[src/rtl/ctrl_mc.sv]
// Multi-cycle control FSM for the SISC processor: sequences fetch/decode/execute/mem/writeback,
// short-circuits branches and NOOP, waits on data memory with a bounded timeout, and halts.
module ctrl_mc #(
    parameter int unsigned OP_W     = 4,
    parameter int unsigned MM_W     = 4,
    parameter int unsigned IMM_MM   = 8,
    parameter int unsigned MAX_WAIT = 15,
    parameter int unsigned WAIT_W   = 8
) (
    input  logic            clk,
    input  logic            rst_f,
    input  logic [OP_W-1:0] opcode,
    input  logic [MM_W-1:0] mm,
    input  logic [MM_W-1:0] stat,
    input  logic            mem_ready,
    output logic            rf_we,
    output logic [1:0]      wb_sel,
    output logic            rb_sel,
    output logic            br_sel,
    output logic            pc_sel,
    output logic            pc_write,
    output logic            pc_rst,
    output logic            ir_load,
    output logic [1:0]      alu_op,
    output logic            mem_req,
    output logic            dm_we,
    output logic            halted,
    output logic            timeout,
    output logic            ill_op,
    output logic [2:0]      state
);

    typedef enum logic [2:0] {
        StStart0    = 3'd0,
        StStart1    = 3'd1,
        StFetch     = 3'd2,
        StDecode    = 3'd3,
        StExecute   = 3'd4,
        StMem       = 3'd5,
        StWriteback = 3'd6,
        StHalt      = 3'd7
    } state_e;

    localparam logic [OP_W-1:0] OpNoop = OP_W'(0);
    localparam logic [OP_W-1:0] OpLod  = OP_W'(1);
    localparam logic [OP_W-1:0] OpStr  = OP_W'(2);
    localparam logic [OP_W-1:0] OpSwp  = OP_W'(3);
    localparam logic [OP_W-1:0] OpBra  = OP_W'(4);
    localparam logic [OP_W-1:0] OpBrr  = OP_W'(5);
    localparam logic [OP_W-1:0] OpBne  = OP_W'(6);
    localparam logic [OP_W-1:0] OpBnr  = OP_W'(7);
    localparam logic [OP_W-1:0] OpAlu  = OP_W'(8);
    localparam logic [OP_W-1:0] OpHlt  = OP_W'(15);

    localparam logic [MM_W-1:0]   ImmMm   = MM_W'(IMM_MM);
    localparam logic [WAIT_W-1:0] MaxWait = WAIT_W'(MAX_WAIT);

    localparam logic [1:0] AluReg  = 2'b00;
    localparam logic [1:0] AluAdd  = 2'b01;
    localparam logic [1:0] AluPass = 2'b10;

    state_e            state_q, state_d;
    logic [WAIT_W-1:0] wait_q, wait_d;
    logic              timeout_q, timeout_d;

    logic       is_legal;
    logic       is_branch;
    logic       is_mem_op;
    logic       br_taken;
    logic [1:0] alu_exec;

    always_comb begin
        is_legal  = (opcode <= OpAlu) || (opcode == OpHlt);
        is_branch = (opcode == OpBra) || (opcode == OpBrr) ||
                    (opcode == OpBne) || (opcode == OpBnr);
        is_mem_op = (opcode == OpLod) || (opcode == OpStr);
        // BRA/BRR branch on any selected flag set, BNE/BNR on all selected flags clear
        if ((opcode == OpBra) || (opcode == OpBrr)) begin
            br_taken = |(stat & mm);
        end else begin
            br_taken = ~|(stat & mm);
        end
        alu_exec = (opcode == OpLod || opcode == OpStr) ? AluAdd :
                   (opcode == OpSwp)                    ? AluPass :
                   (mm == ImmMm)                        ? AluAdd : AluReg;
    end

    // Next-state, wait counter and sticky timeout
    always_comb begin
        state_d   = state_q;
        wait_d    = wait_q;
        timeout_d = timeout_q;
        unique case (state_q)
            StStart0: state_d = StStart1;
            StStart1: state_d = StFetch;
            StFetch:  state_d = StDecode;
            StDecode: begin
                if (opcode == OpHlt) begin
                    state_d = StHalt;
                end else if (opcode == OpNoop || is_branch || !is_legal) begin
                    state_d = StFetch;
                end else begin
                    state_d = StExecute;
                end
            end
            StExecute: state_d = StMem;
            StMem: begin
                if (is_mem_op) begin
                    if (mem_ready) begin
                        wait_d  = '0;
                        state_d = (opcode == OpLod) ? StWriteback : StFetch;
                    end else if (wait_q >= MaxWait) begin
                        wait_d    = '0;
                        timeout_d = 1'b1;
                        state_d   = StHalt;
                    end else begin
                        wait_d = wait_q + WAIT_W'(1);
                    end
                end else begin
                    state_d = StWriteback;
                end
            end
            StWriteback: state_d = StFetch;
            StHalt:      state_d = StHalt;
            default:     state_d = StStart0;
        endcase
    end

    always_ff @(posedge clk) begin
        if (rst_f) begin
            state_q   <= StStart0;
            wait_q    <= '0;
            timeout_q <= 1'b0;
        end else begin
            state_q   <= state_d;
            wait_q    <= wait_d;
            timeout_q <= timeout_d;
        end
    end

    // Datapath controls decoded from present state and IR fields
    always_comb begin
        rf_we    = 1'b0;
        wb_sel   = 2'd0;
        rb_sel   = 1'b0;
        br_sel   = 1'b0;
        pc_sel   = 1'b0;
        pc_write = 1'b0;
        pc_rst   = 1'b0;
        ir_load  = 1'b0;
        alu_op   = AluPass;
        mem_req  = 1'b0;
        dm_we    = 1'b0;
        halted   = 1'b0;
        ill_op   = 1'b0;
        unique case (state_q)
            StStart1: pc_rst = 1'b1;
            StFetch: begin
                ir_load  = 1'b1;
                pc_write = 1'b1;
            end
            StDecode: begin
                if (!is_legal) begin
                    ill_op = 1'b1;
                end else if (is_branch) begin
                    br_sel = (opcode == OpBra) || (opcode == OpBne);
                    if (br_taken) begin
                        pc_sel   = 1'b1;
                        pc_write = 1'b1;
                    end
                end
            end
            StExecute: begin
                if (is_mem_op || opcode == OpAlu || opcode == OpSwp) begin
                    alu_op = alu_exec;
                end
            end
            StMem: begin
                if (opcode == OpAlu) begin
                    alu_op = alu_exec;
                end else if (opcode == OpLod) begin
                    mem_req = 1'b1;
                    alu_op  = AluAdd;
                end else if (opcode == OpStr) begin
                    mem_req = 1'b1;
                    dm_we   = 1'b1;
                    alu_op  = AluAdd;
                end else if (opcode == OpSwp) begin
                    rf_we  = 1'b1;
                    wb_sel = 2'd2;
                    rb_sel = 1'b1;
                end
            end
            StWriteback: begin
                if (opcode == OpAlu) begin
                    rf_we  = 1'b1;
                    wb_sel = 2'd0;
                    rb_sel = 1'b1;
                    alu_op = alu_exec;
                end else if (opcode == OpLod) begin
                    rf_we  = 1'b1;
                    wb_sel = 2'd1;
                end else if (opcode == OpSwp) begin
                    rf_we  = 1'b1;
                    wb_sel = 2'd3;
                    rb_sel = 1'b1;
                end
            end
            StHalt:   halted = 1'b1;
            default:  ;
        endcase
    end

    assign timeout = timeout_q;
    assign state   = state_q;

endmodule

[config.mk]
export PLATFORM = sky130hd
export DESIGN_NAME = ctrl_mc
export DESIGN_NICKNAME = d
export VERILOG_FILES = /design/src/rtl/ctrl_mc.sv
export SDC_FILE = /design/constraint.sdc
export NUM_CORES = 1
export LEC_CHECK = 0
export CELL_PAD_IN_SITES_DETAIL_PLACEMENT = 0
export CELL_PAD_IN_SITES_GLOBAL_PLACEMENT = 1
export CORE_ASPECT_RATIO = 0.6
export CORE_MARGIN = 2
export CORE_UTILIZATION = 33
export CTS_BUF_LIST = sky130_fd_sc_hd__clkbuf_16
export CTS_CLUSTER_SIZE = 12
export DETAILED_ROUTE_END_ITERATION = 12
export GPL_ROUTABILITY_DRIVEN = 0
export GPL_TIMING_DRIVEN = 0
export PLACE_DENSITY_LB_ADDON = 0.12
export SETUP_SLACK_MARGIN = 0.02
export SLEW_MARGIN = 20
export SYNTH_ARGS = -nofsm -noshare
export SYNTH_HDL_FRONTEND = slang
export SYNTH_SLANG_ARGS = --single-unit
[constraint.sdc]
create_clock -name clk -period 3 [get_ports clk]
set_input_delay 0.6 -clock clk [delete_from_list [all_inputs] [get_ports clk]]
set_output_delay 0.6 -clock clk [all_outputs]
set_load 0.05 [all_outputs]
# Yosys cells after proc, flatten, opt, wreduce, memory -nomap -nowiden
# Cells that the tools add are included.
# op_classes
n_eq_ne	18
n_mux	57
bitwise	2
n_lt_le_gt_ge	2
n_reduce_logical	18
n_addsub	1
# op_table
cell	count
2-to-1 mux 1 bit	29
2-to-1 mux 2 bit	14
one-hot mux 3 bit (7 select lines)	1
2-to-1 mux 3 bit	6
== test 4 x 3 -> 1 bit (second input constant)	4
2-to-1 mux 8 bit	2
== test 3 bit (second input constant)	4
== test 4 bit (second input constant)	3
logical OR 1 bit	10
adder 8 x 1 -> 8 bit (second input constant)	1
== test 4 x 2 -> 1 bit (second input constant)	2
greater-or-equal comparator 8 x 4 -> 1 bit (second input constant)	1
== test 3 x 2 -> 1 bit (second input constant)	2
one-hot mux 1 bit (2 select lines)	3
one-hot mux 2 bit (3 select lines)	1
AND 4 bit	1
== test 4 x 1 -> 1 bit (second input constant)	1
<= comparator 4 bit (second input constant)	1
logical NOT 4 bit	1
inequality test 4 bit (second input constant)	1
one-hot mux 2 bit (2 select lines)	1
AND reduction 4 bit	1
OR reduction 4 bit	1
== test 3 x 1 -> 1 bit (second input constant)	1
other kinds (5)	6
# word_totals
wordCells	101
ff_bits	12

# Logic depth before layout (Yosys ltp)
# depth
word_depth	9
ltp_mapped	6

# Least setup slack after synthesis
# OpenSTA, ideal clock, no wires.
# synth_path
path_kind	register to output
startpoint	register state_q[0], in the netlist state[0]
endpoint	output port wb_sel[1]
t_arrival_ns	2.248
setup_slack_ns	0.152
stages_incl_launch_ff	5
path_buffers	1
path_cell_list	dfxtp_1 > buf_2 > and2b_1 > o21ai_0 > nor3_1
# synth_between
elab_chain_cells	2
# synth_lines
element	line	rtl
start, declared	62	state_e state_q, state_d;
start signal, assigned	131	state_q <= StStart0;
start signal, assigned	135	state_q <= state_d;
== test 3 bit	156	unique case (state_q)
one-hot mux 2 bit (2 select lines) (*)	156	
end, declared	17	output logic [1:0] wb_sel,
# Mark *: on every way between the ends. The rest lies on a longest branch, timed or not.

# Worst setup path after layout
# layout_path
startpoint	input port opcode[1]
endpoint	output port mem_req
# layout_between
elab_chain_cells	5
# layout_lines
element	line	rtl
start, declared	12	input logic [OP_W-1:0] opcode,
== test 4 x 2 -> 1 bit	184	end else if (opcode == OpStr) begin
2-to-1 mux 1 bit	184	
2-to-1 mux 1 bit	181	end else if (opcode == OpLod) begin
2-to-1 mux 1 bit (*)	179	if (opcode == OpAlu) begin
2-to-1 mux 1 bit (*)	156	
end, declared	25	output logic mem_req,
# Marked as above.

==> flow_summary.json <==
{
  "outcome": "finished clean",
  "worstPathMaxFanout": 8,
  "finalHoldViolations": 0,
  "clock_sinks": 12,
  "numPortBuffers": 31,
  "min_path_type": "register to register",
  "fill_cells": 265,
  "worst_slew_pin_slew_ps": 556,
  "fin_crit_ps": 2910,
  "startpoint": "opcode[1]",
  "reg2reg_depth": 6,
  "syn-num-nets": 131,
  "min_period_over_period_pct": 96.9,
  "syn_inst": 115,
  "drt_wl_total_um": 2650,
  "hold_slack_ps": 463,
  "vdd.ir_drop.worst_mv": 0.217,
  "chipWidth_um": 72.1,
  "postSynth.asyncResetShare_pct": 0,
  "rsz0062_at_grt": "false",
  "max-clock-path-buffers": 2,
  "place_inst": 178,
  "layout.nets": 167,
  "vias": 989,
  "setup_viol_count_final": 0,
  "overflow": 0,
  "r2r-end": "wait_q[7]$_SDFFE_PP0P_",
  "instances_no_fill": 182,
  "clk_latency_ps": 240,
  "ys_seq_area_share_pct": 26.2,
  "cts-root-buf": "clkbuf_16",
  "drt-vias-per-instance": 5.43,
  "antenna_found_initial": 0,
  "cts_tree": "done",
  "grt_pass1_vias": 912,
  "end_kind": "output pin",
  "cts_made_buffers": 3,
  "post_synth.cell_area_avg_um2": 7.99,
  "wire_per_inst_um": 14.6,
  "timing.fmax_mhz": 344,
  "track_usage_pct": 17.1,
  "cp.required_ps": 2400,
  "yosysWarnings": 0,
  "postCtsHoldBufs": 0,
  "final_util_pct": 51.7,
  "synth-seq-cells": 12,
  "fin_area_mm2": 0.00133,
  "start_util_pct": 35.7,
  "coreArea_mm2": 0.00257,
  "worstReg2RegStart": "state[0]$_SDFFE_PP0P_",
  "io_pins": 34,
  "ant_nets": 0,
  "drtIter0Drc": 57,
  "grt_pass1_wl_um": 4310,
  "die_area_mm2": 0.00323,
  "rows": 14,
  "fin_worst_skew_ps": 4.38,
  "final_max_slew_viol_count": 0,
  "p_leak_nw": 0.538,
  "ys_types": 45,
  "grt_start_max_net_pins": 11,
  "start_kind": "primary input",
  "synthesis.area_um2": 918,
  "drive_above_1_share_pct": 19.3,
  "finalSetupTns_ps": 0,
  "placed_cell_area_mm2": 0.00127,
  "path_class": "primary input to output pin",
  "arrival_ps": 2310,
  "clk_pin_slew_ps": 40,
  "die_h_um": 44.9,
  "first_pass_iters": 4,
  "endpoint": "mem_req",
  "synth_edf_count": 0,
  "h-tree-depth": 1,
  "slew_headroom_pct": 62.6,
  "r2r_slack_ps": 1480,
  "dp_hpwl_um": 2000,
  "drc": 0,
  "powerDensity_mw_per_mm2": 411,
  "area_delta_synth_final_pct": 45.1,
  "worst_hold_startpoint": "wait_q[6]$_SDFFE_PP0P_",
  "ys.flop_type": "dfxtp_1",
  "antennaDiodeCount": 0,
  "cap_violations": 0
}
## area by class of cell
type                    count  area [µm²]  share of cell area [%]
plain buffers               8        52.6                    3.94
clock buffers               3        75.1                    5.63
clock inverters             1        3.75                   0.282
inverters                   1        5.00                   0.376
multi-input cells          94         629                    47.2
flip-flops and latches     12         240                    18.0
well taps                  32        40.0                    3.00
repair buffers             31         287                    21.5
## flip-flops by register name (all words and copies together) (netlist names)
name / count
wait_q: 8
state: 3
timeout: 1
## stage by stage
| step | power [mW] | setup WS, ps |
|---|---|---|
| 6_report | 0.547 | 91.8 |
| 2_1_floorplan | 0.258 | 152 |
| 5_1_grt | 0.571 | 22.7 |
| 3_5_place_dp | 0.304 | -399 |
| 3_3_place_gp | 0.305 | -384 |
| 4_1_cts | 0.550 | 24.1 |
## worst min path at each step
stage                                   to  cells past startpoint
CTS                 wait_q[4]$_SDFFE_PP0P_                      1
global route        wait_q[7]$_SDFFE_PP0P_                      1
finish              wait_q[6]$_SDFFE_PP0P_                      1
detailed placement  wait_q[6]$_SDFFE_PP0P_                      1
floorplan           wait_q[4]$_SDFFE_PP0P_                      1
global placement    wait_q[4]$_SDFFE_PP0P_                      1
## layer usage
metal  global-route usage [%]  part of all wire [%]  vias up  wire length, µm
li1                         -                     -      497                -
met4                     2.26                  0.19        0                5
met5                        0                     0        -                0
met1                     25.7                    54      447             1440
met2                     24.2                    37       43              983
met3                     5.58                   8.5        2              226
## critical path: stages
cell and delay, ps:
clkdlybuf4s50_1 560, xor2_2 220, nand4_2 220, clkinv_2 160, dlygate4sd2_1 540
## cells in the mapped netlist (2+ instances only)
library cell,n,area share [%]
nor2_1,13,5.3
dfxtp_1,12,26
a21oi_1,8,4.4
nand2_1,7,2.9
nand2b_1,5,3.4
and2_1,4,2.7
and3_1,4,2.7
nand3_1,4,2.2
nor3_1,4,2.2
a31oi_1,3,2.0
buf_2,3,1.6
buf_4,3,2.5
o21a_1,3,2.5
o21ai_0,3,1.6
and2b_1,2,1.6
nand4_1,2,1.4
nand4b_1,2,1.9
nor2b_1,2,1.4
nor4b_1,2,1.9
o22a_2,2,2.2
o32ai_1,2,1.9
xor2_1,2,1.9
## placed cells by master, fill, tap and decap left out, types with 2 or more instances in the layout
| master | n |
|---|---|
| nand2_1 | 7 |
| nor3_1 | 4 |
| and3_1 | 4 |
| buf_2 | 4 |
| o21a_1 | 3 |
| and2b_1 | 2 |
| nand4_1 | 2 |
| clkdlybuf4s15_2 | 2 |
| and2_1 | 4 |
| o21ai_0 | 3 |
| o32ai_1 | 2 |
| clkdlybuf4s50_1 | 19 |
| dfxtp_1 | 12 |
| clkbuf_16 | 3 |
| nand2b_1 | 5 |
| buf_4 | 3 |
| clkbuf_2 | 4 |
| o22a_2 | 2 |
| nand3_1 | 4 |
| xor2_1 | 2 |
| nor2b_1 | 2 |
| dlygate4sd2_1 | 3 |
| nor2_1 | 12 |
| nand4b_1 | 2 |
| a21oi_1 | 8 |
| a31oi_1 | 3 |
## logic make-up after synthesis
kind of cell	count (synthesis)	share of synthesized area, %
xor gates and xnor gates	4	4.63
AOI/OAI and AO/OA	29	22.2
adders and majority gates	1	1.36
muxes	1	1.09
buffers and inverters	9	6.27
DFF	12	26.2
and+or+nand+nor	59	38.3
## timing repair
item,CTS,global route
resized for setup,18,13
setup buffers,0,0
setup endpoints to repair,11,8
## power breakdown
group	total (mW)	switching, mW	internal, mW	leakage [nW]
registers	0.166	0.00299	0.163	0.0973
logic	0.136	0.0799	0.0566	0.402
clock network	0.245	0.0696	0.175	0.0385
total	0.547	0.152	0.395	0.538
No activity file was read; power rests on OpenSTA's default activity.
